## src/rtl/serial_subtractor_8bit.sv

```systemverilog
// Bit-serial subtractor: diff = x - y - bin, one bit per clock, LSB first.
// A single borrow flop replaces the ripple chain; results and flags appear together with done.
module serial_subtractor_8bit #(
  parameter int WIDTH = 8
) (
  input  logic             clk,
  input  logic             rst_n,
  input  logic             start,
  input  logic [WIDTH-1:0] x,
  input  logic [WIDTH-1:0] y,
  input  logic             bin,
  output logic             busy,
  output logic             done,
  output logic [WIDTH-1:0] diff,
  output logic             bout,
  output logic             zf,
  output logic             nf,
  output logic             vf
);

  localparam int CNT_W = (WIDTH > 1) ? $clog2(WIDTH) : 1;
  localparam logic [CNT_W-1:0] LAST_BIT = CNT_W'(WIDTH - 1);

  typedef enum logic [1:0] {
    IDLE = 2'd0,
    RUN  = 2'd1,
    DONE = 2'd2
  } state_t;

  state_t           state_q, state_d;
  logic [WIDTH-1:0] xs_q, xs_d;
  logic [WIDTH-1:0] ys_q, ys_d;
  logic [WIDTH-1:0] res_q, res_d;
  logic [CNT_W-1:0] cnt_q, cnt_d;
  logic             borrow_q, borrow_d;
  logic             xmsb_q, xmsb_d;
  logic             ymsb_q, ymsb_d;
  logic             busy_q, busy_d;
  logic             done_q, done_d;
  logic [WIDTH-1:0] diff_q, diff_d;
  logic             bout_q, bout_d;
  logic             zf_q, zf_d;
  logic             nf_q, nf_d;
  logic             vf_q, vf_d;

  logic             d_bit;
  logic             borrow_nx;

  // One full-subtractor slice applied to the current LSBs.
  assign d_bit     = xs_q[0] ^ ys_q[0] ^ borrow_q;
  assign borrow_nx = (~xs_q[0] & ys_q[0]) | (~(xs_q[0] ^ ys_q[0]) & borrow_q);

  always_comb begin
    state_d  = state_q;
    xs_d     = xs_q;
    ys_d     = ys_q;
    res_d    = res_q;
    cnt_d    = cnt_q;
    borrow_d = borrow_q;
    xmsb_d   = xmsb_q;
    ymsb_d   = ymsb_q;
    busy_d   = busy_q;
    done_d   = done_q;
    diff_d   = diff_q;
    bout_d   = bout_q;
    zf_d     = zf_q;
    nf_d     = nf_q;
    vf_d     = vf_q;

    case (state_q)
      // The done cycle also accepts a new request so back-to-back ops start WIDTH+1 edges apart.
      IDLE, DONE: begin
        done_d = 1'b0;
        if (start) begin
          xs_d     = x;
          ys_d     = y;
          borrow_d = bin;
          xmsb_d   = x[WIDTH-1];
          ymsb_d   = y[WIDTH-1];
          cnt_d    = '0;
          busy_d   = 1'b1;
          state_d  = RUN;
        end else begin
          state_d  = IDLE;
        end
      end

      RUN: begin
        xs_d     = xs_q >> 1;
        ys_d     = ys_q >> 1;
        res_d    = {d_bit, res_q[WIDTH-1:1]};
        borrow_d = borrow_nx;
        cnt_d    = cnt_q + CNT_W'(1);
        if (cnt_q == LAST_BIT) begin
          // Flags use the captured operand MSBs, never the live inputs.
          diff_d  = res_d;
          bout_d  = borrow_nx;
          zf_d    = (res_d == '0);
          nf_d    = d_bit;
          vf_d    = (xmsb_q ^ ymsb_q) & (xmsb_q ^ d_bit);
          busy_d  = 1'b0;
          done_d  = 1'b1;
          state_d = DONE;
        end
      end

      default: begin
        state_d = IDLE;
        busy_d  = 1'b0;
        done_d  = 1'b0;
      end
    endcase
  end

  always_ff @(posedge clk or negedge rst_n) begin
    if (!rst_n) begin
      state_q  <= IDLE;
      xs_q     <= '0;
      ys_q     <= '0;
      res_q    <= '0;
      cnt_q    <= '0;
      borrow_q <= 1'b0;
      xmsb_q   <= 1'b0;
      ymsb_q   <= 1'b0;
      busy_q   <= 1'b0;
      done_q   <= 1'b0;
      diff_q   <= '0;
      bout_q   <= 1'b0;
      zf_q     <= 1'b0;
      nf_q     <= 1'b0;
      vf_q     <= 1'b0;
    end else begin
      state_q  <= state_d;
      xs_q     <= xs_d;
      ys_q     <= ys_d;
      res_q    <= res_d;
      cnt_q    <= cnt_d;
      borrow_q <= borrow_d;
      xmsb_q   <= xmsb_d;
      ymsb_q   <= ymsb_d;
      busy_q   <= busy_d;
      done_q   <= done_d;
      diff_q   <= diff_d;
      bout_q   <= bout_d;
      zf_q     <= zf_d;
      nf_q     <= nf_d;
      vf_q     <= vf_d;
    end
  end

  assign busy = busy_q;
  assign done = done_q;
  assign diff = diff_q;
  assign bout = bout_q;
  assign zf   = zf_q;
  assign nf   = nf_q;
  assign vf   = vf_q;

endmodule

```

## config.mk

```make
export PLATFORM = sky130hd
export DESIGN_NAME = serial_subtractor_8bit
export DESIGN_NICKNAME = d
export VERILOG_FILES = /design/src/rtl/serial_subtractor_8bit.sv
export SDC_FILE = /design/constraint.sdc
export NUM_CORES = 1
export LEC_CHECK = 0
export CAP_MARGIN = 20
export CORE_AREA = 2 2 91 58
export CTS_CLUSTER_DIAMETER = 60
export DETAILED_ROUTE_END_ITERATION = 12
export DIE_AREA = 0 0 93 60
export PLACE_DENSITY = 0.59
export SETUP_SLACK_MARGIN = 0.02
export SYNTH_ARGS = -nofsm -noshare
export SYNTH_HDL_FRONTEND = slang
export SYNTH_SLANG_ARGS = --single-unit
```

## constraint.sdc

```tcl
create_clock -name clk -period 4.13 [get_ports clk]
set_input_delay 0.413 -clock clk [delete_from_list [all_inputs] [get_ports clk]]
set_output_delay 0.413 -clock clk [all_outputs]
set_load 0.05 [all_outputs]
```

==> results.ini, run 1 <==
[status]
status=completed

[placement]
dp.cells=271
gp_congestion=0.773
io_buffer_count=33
dp_hpwl_um=2470

[setup_path]
critPathMaxStageDelay_ns=0.82
required_ns=3.72
path_buf_inv=1
cp_max_fo=5
rr_worst_depth=3
end_kind=output port
worst-path-stages=1
critPathSlowestCell=clkdlybuf4s50_1
r2r-end=borrow_q
cp.arrival_ns=1.52
rrSetupSlack_ns=2.42
crit_type=register to output port
critPathTopFamily=buffers and inverters
start_kind=register
worstPathCellList=clkdlybuf4s50_1
r2r_start=state_q[0]

[synthesis]
mappedNetlistArea_mm2=0.00182
synth-seq-cells=43
avgSynthCellArea_um2=10.0
syn_nets=205
yosysWarnings=0
synth-seq-area-share_pct=59.0
yosys.cell_types.count=26
synthCells=182

[floorplanning]
dieArea_mm2=0.00558
coreArea_mm2=0.00480
core.rowCount=20
initial_core_util_pct=37.9
io_pins=34
dieHeight_um=60
die_w_um=93

[power]
p_leak_uw=0.00105
finalPower_uw=1890
power.density_mw_per_mm2=830
irDropWorstVdd_v=0.000385

[timing]
timing.final.hold_violations=0
period_needed_ns=1.93
grt_setup_unrepaired=false
skew_ns=0.00828
drv_slew=0
fin_setup_tns_ns=0
slew_headroom_pct=36.4
finalSetupViolCount=0
fmax_mhz=518
tightest_slew_ns=0.954
fin_crit_sh_pct=46.8

[drt]
drt_pass1_iterations=4
postRouteAntennaNets=0
via_per_inst=4.83
routed_wl_um=3700
vias=1347
wl_per_cell_um=13.3
drc=0
first_iter_violations=73

[cts]
ctsResizeCount=0
htreeDepth=2
clk_pin_slew_worst_paths_ns=0.08
cts_buffer_depth=2
hold_buffers=0
post_cts_buffers=0
cts_tree=done
cts_buffers=5
insertion_delay_ns=0.29
cts_root_buf=clkbuf_8
numClockSinks=43

[cells_and_area]
final_cell_mix=60 x nand2_1, 43 x dfrtp_1, 32 x clkdlybuf4s50_1
drive_above_1_share_pct=8.45
stdcell_count=279
syn2layout_area_growth_pct=24.7
diodes=0
final_common_cell=nand2_1
fin_nets=235

[global_routing]
grt_pass1_wl_um=6410
grt_pass1_vias=1270
gr-total-overflow=0
antenna_found_initial=0
grt_max_degree=44
grt_usage_pct=15.1

[run]
drv_cap=0

[hold_path]
min_path_type=primary input to asynchronous set/reset pin

## through the flow
stage / setup slack (ns) / hold WS (ns) / cell area, um^2 / util [%]
floorplan: 2.57 / 0.117 / 1820 / -
detailed placement: 1.93 / 0.476 / 2170 / 45.2
global route: 2.13 / 0.338 / 2270 / 47.3
global placement: 1.99 / 0.467 / 2170 / 45.2
CTS: 2.18 / 0.307 / 2270 / 47.3
finish: 2.20 / 0.253 / 2270 / 47.3
## synth_stat cells
master | number | area (um^2)
nor4_1 | 2 | 12.5
fa_1 | 1 | 20.0
nor2_1 | 18 | 67.6
nor2b_1 | 1 | 6.26
nand2b_1 | 2 | 12.5
a221o_1 | 1 | 10.0
nand2_1 | 60 | 225
inv_1 | 3 | 11.3
nor2_2 | 1 | 6.26
buf_6 | 1 | 11.3
a22o_1 | 4 | 35.0
o21ai_1 | 1 | 5.00
nor2b_2 | 1 | 8.76
nand3_1 | 1 | 5.00
mux2_1 | 3 | 33.8
and3b_1 | 1 | 8.76
dfrtp_1 | 43 | 1080
mux2_2 | 5 | 56.3
o21ai_0 | 5 | 25.0
clkbuf_1 | 2 | 7.51
a21oi_1 | 1 | 5.00
ha_1 | 2 | 25.0
a31oi_1 | 14 | 87.6
buf_4 | 4 | 30.0
buf_2 | 4 | 20.0
nand3b_2 | 1 | 11.3
## report_power, final
group	internal, uW	switching [uW]
logic	323	528
registers	615	125
clock network	152	144
total	1090	797
## cells by family after synthesis
group	share of synthesized area, %
flip-flops	59.0
AND/OR/NAND/NOR	20.0
adder cells (fa/ha/maj)	2.47
AO/OA/AOI/OAI	9.20
buffers and inverters	4.39
multiplexers	4.94
## sequential cells by signal, indices dropped and copies added (netlist names)
register,count
diff,8
xs_q,8
ys_q,8
res_q,7
cnt_q,3
state_q,2
borrow_q,1
bout,1
busy,1
vf,1
xmsb_q,1
ymsb_q,1
zf,1
## per-layer routing
metal	vias to the layer above	routed length (um)	GRT usage (%)	share of wire, %
li1	658	-	-	-
met1	645	2040	23.4	55
met2	42	1420	20.3	38
met3	2	232	5.04	6.3
met4	0	4	3.15	0.11
met5	-	0	0	0
## cell type report
| cell class | instances | area, um^2 |
|---|---|---|
| well taps | 66 | 82.6 |
| flip-flops and latches | 43 | 1080 |
| multi-input cells | 125 | 667 |
| inverters | 3 | 11.3 |
| fillers | 479 | 2530 |
| repair buffers | 34 | 333 |
| clock inverters | 1 | 7.51 |
| clock buffers | 7 | 96.3 |
## worst max-delay path by stage
stage                     slack, ns  endpoint       start
after global routing           2.13  borrow_q       start
after floorplan                2.57   diff[5]  state_q[1]
final                          2.20      done  state_q[1]
after detailed placement       1.93  borrow_q       start
after CTS                      2.18      done  state_q[1]
after global placement         1.99  borrow_q       start
Note: power is estimated with default switching activity, not from simulation.
==> run 2, diff against run 1 <==
--- a/config.mk
+++ b/config.mk
@@ -10,7 +10,7 @@
 export CTS_CLUSTER_DIAMETER = 60
 export DETAILED_ROUTE_END_ITERATION = 12
 export DIE_AREA = 0 0 93 60
-export PLACE_DENSITY = 0.59
+export PLACE_DENSITY = 0.61
 export SETUP_SLACK_MARGIN = 0.02
 export SYNTH_ARGS = -nofsm -noshare
 export SYNTH_HDL_FRONTEND = slang
==> constraint.sdc (replaced) <==
create_clock -name clk -period 1.7 [get_ports clk]
set_input_delay 0.17 -clock clk [delete_from_list [all_inputs] [get_ports clk]]
set_output_delay 0.17 -clock clk [all_outputs]
set_load 0.05 [all_outputs]
==> run 2 against run 1 <==
Hold slack gained 0.12 ns. Routed wire length shrank 1.1%. Worst setup slack lost 2.1 ns. Clock power grew to 2.8 times the previous value. Highest routed layer unchanged. Largest cell class unchanged. Combinational power grew to 2.5 times the previous value. Via count grew 0.89%. First-iteration DRC count shrank 27%.
==> results.ini, run 2 (synthesis results as in run 1) <==
[global_routing]
gr-total-overflow=0
grt_max_degree=24
grt_pass1_vias=1275
antenna_found_initial=0
grt_pass1_wl_um=6170
grt_usage_pct=14.8

[placement]
gp_congestion=0.750
dp_hpwl_um=2600
io_buffer_count=33
dp.cells=282

[timing]
period_needed_ns=1.64
slew_headroom_pct=65.7
drv_slew=0
timing.final.hold_violations=0
fin_setup_tns_ns=0
grt_setup_unrepaired=false
worst_hold_slack_ns=0.371
fin_crit_sh_pct=96.3
finalSetupViolCount=0
fmax_mhz=611
skew_ns=0.00750
tightest_slew_ns=0.514

[cts]
numClockSinks=43
cts_buffers=5
cts_root_buf=clkbuf_8
clk_pin_slew_worst_paths_ns=0.08
post_cts_buffers=0
insertion_delay_ns=0.30
htreeDepth=2
cts_buffer_depth=2
cts_tree=done

[floorplanning]
die_w_um=93
initial_core_util_pct=37.9
dieArea_mm2=0.00558
io_pins=34
dieHeight_um=60
core.rowCount=20
coreArea_mm2=0.00480

[setup_path]
worstPathCellList=clkdlybuf4s50_1
start_kind=register
critPathTopFamily=buffers and inverters
critPathSlowestCell=clkdlybuf4s50_1
cp.arrival_ns=1.47
required_ns=1.53
crit_type=register to output port
cp_max_fo=2
path_buf_inv=1
critPathMaxStageDelay_ns=0.81
end_kind=output port

[cells_and_area]
drive_above_1_share_pct=16.4
diodes=0
n_fill_cell=474
fin_nets=247
final_common_cell=nand2_1
final_cell_mix=60 x nand2_1, 43 x dfrtp_1, 24 x clkdlybuf4s50_1
stdcell_count=291
syn2layout_area_growth_pct=30.5

[drt]
wl_per_cell_um=12.6
drc=0
first_iter_violations=53
drt_pass1_iterations=4
postRouteAntennaNets=0
vias=1359
routed_wl_um=3660
via_per_inst=4.67

[hold_path]
min_path_type=primary input to asynchronous set/reset pin

[power]
p_sw_share_pct=40.9
p_sw_uw=1960
irDropWorstVdd_v=0.000927
power.density_mw_per_mm2=2020
p_int_uw=2840
power_frac_comb_pct=45.2
finalPower_uw=4800
pwr-share-seq_pct=37.6
pwr-share-clk_pct=17.2
p_leak_uw=0.00115

[run]
drv_cap=0

[status]
status=completed

==> run 2: cell count changes in the layout (fill, tap and decap cells not counted), sizes merged <==
cell	delta
clkdlybuf4s50	-8
clkinvlp	-1
dlygate4sd3	+1
buf	+18
clkbuf	-1
dlymetal6s2s	+1
clkinv	+1
bufinv	+1
==> run 2: worst reg2reg max path: cells and delay by family (launching register included) <==
family | cells | cell delay [ns]
simple gates | 2 | 0.32
fa+ha+maj | 1 | 0.58
flops | 1 | 0.42
compound gates | 1 | 0.14
==> run 2: path summary, 6_finish.rpt <==
kind                       slack (ns)  cells past startpoint        to      from
setup reg to reg                 0.17                      4        zf   xs_q[0]
min in group clk                 0.43                      3   xs_q[5]      x[5]
max in group asynchronous        0.77                      3   xs_q[1]     rst_n
hold / removal                   0.37                      2  res_q[3]     rst_n
setup / recovery                 0.06                      1        vf        vf
hold reg to reg                  0.50                      1  cnt_q[0]  cnt_q[0]
==> run 2: per-layer routing <==
| metal | GRT usage [%] | up-vias | wire, um |
|---|---|---|---|
| li1 | - | 685 | - |
| met1 | 22.8 | 636 | 2050 |
| met2 | 19.7 | 31 | 1370 |
| met3 | 3.91 | 7 | 202 |
| met4 | 5.67 | 0 | 40 |
| met5 | 0 | - | 0 |
==> run 2: layout make-up <==
type / instances / area (um^2) / area share (%)
clock inverters: 2 / 35.0 / 1.47
repair buffers: 46 / 410 / 17.2
well taps: 66 / 82.6 / 3.47
clock buffers: 6 / 82.6 / 3.47
inverters: 3 / 11.3 / 0.473
flip-flops and latches: 43 / 1080 / 45.2
multi-input cells: 125 / 682 / 28.7
==> run 2: what timing repair did <==
item / in CTS / in global routing
resized for setup: 0 / 3
hold buffers: 1 / 0
setup endpoints to repair: 0 / 7
hold endpoints to repair: 21 / 0
==> run 2: through the flow <==
step | setup WS [ns] | instance area (um^2) | util [%]
floorplan | 0.143 | 1820 | -
global placement | 0.124 | 2230 | 46.5
global route | 0.0224 | 2380 | 49.5
detailed placement | 0.110 | 2230 | 46.5
finish | 0.0624 | 2380 | 49.5
CTS | 0.0457 | 2360 | 49.2
==> run 2: power groups by stage <==
| stage | Sequential, uW | Clock [uW] | Combinational, uW |
|---|---|---|---|
| 6_report | 1810 | 825 | 2170 |
| 5_1_grt | 1880 | 884 | 2410 |
| 3_5_place_dp | 1820 | 0 | 2160 |
| 3_3_place_gp | 1810 | 0 | 2140 |
| 2_1_floorplan | 2170 | 0 | 1160 |
| 4_1_cts | 1800 | 835 | 2170 |
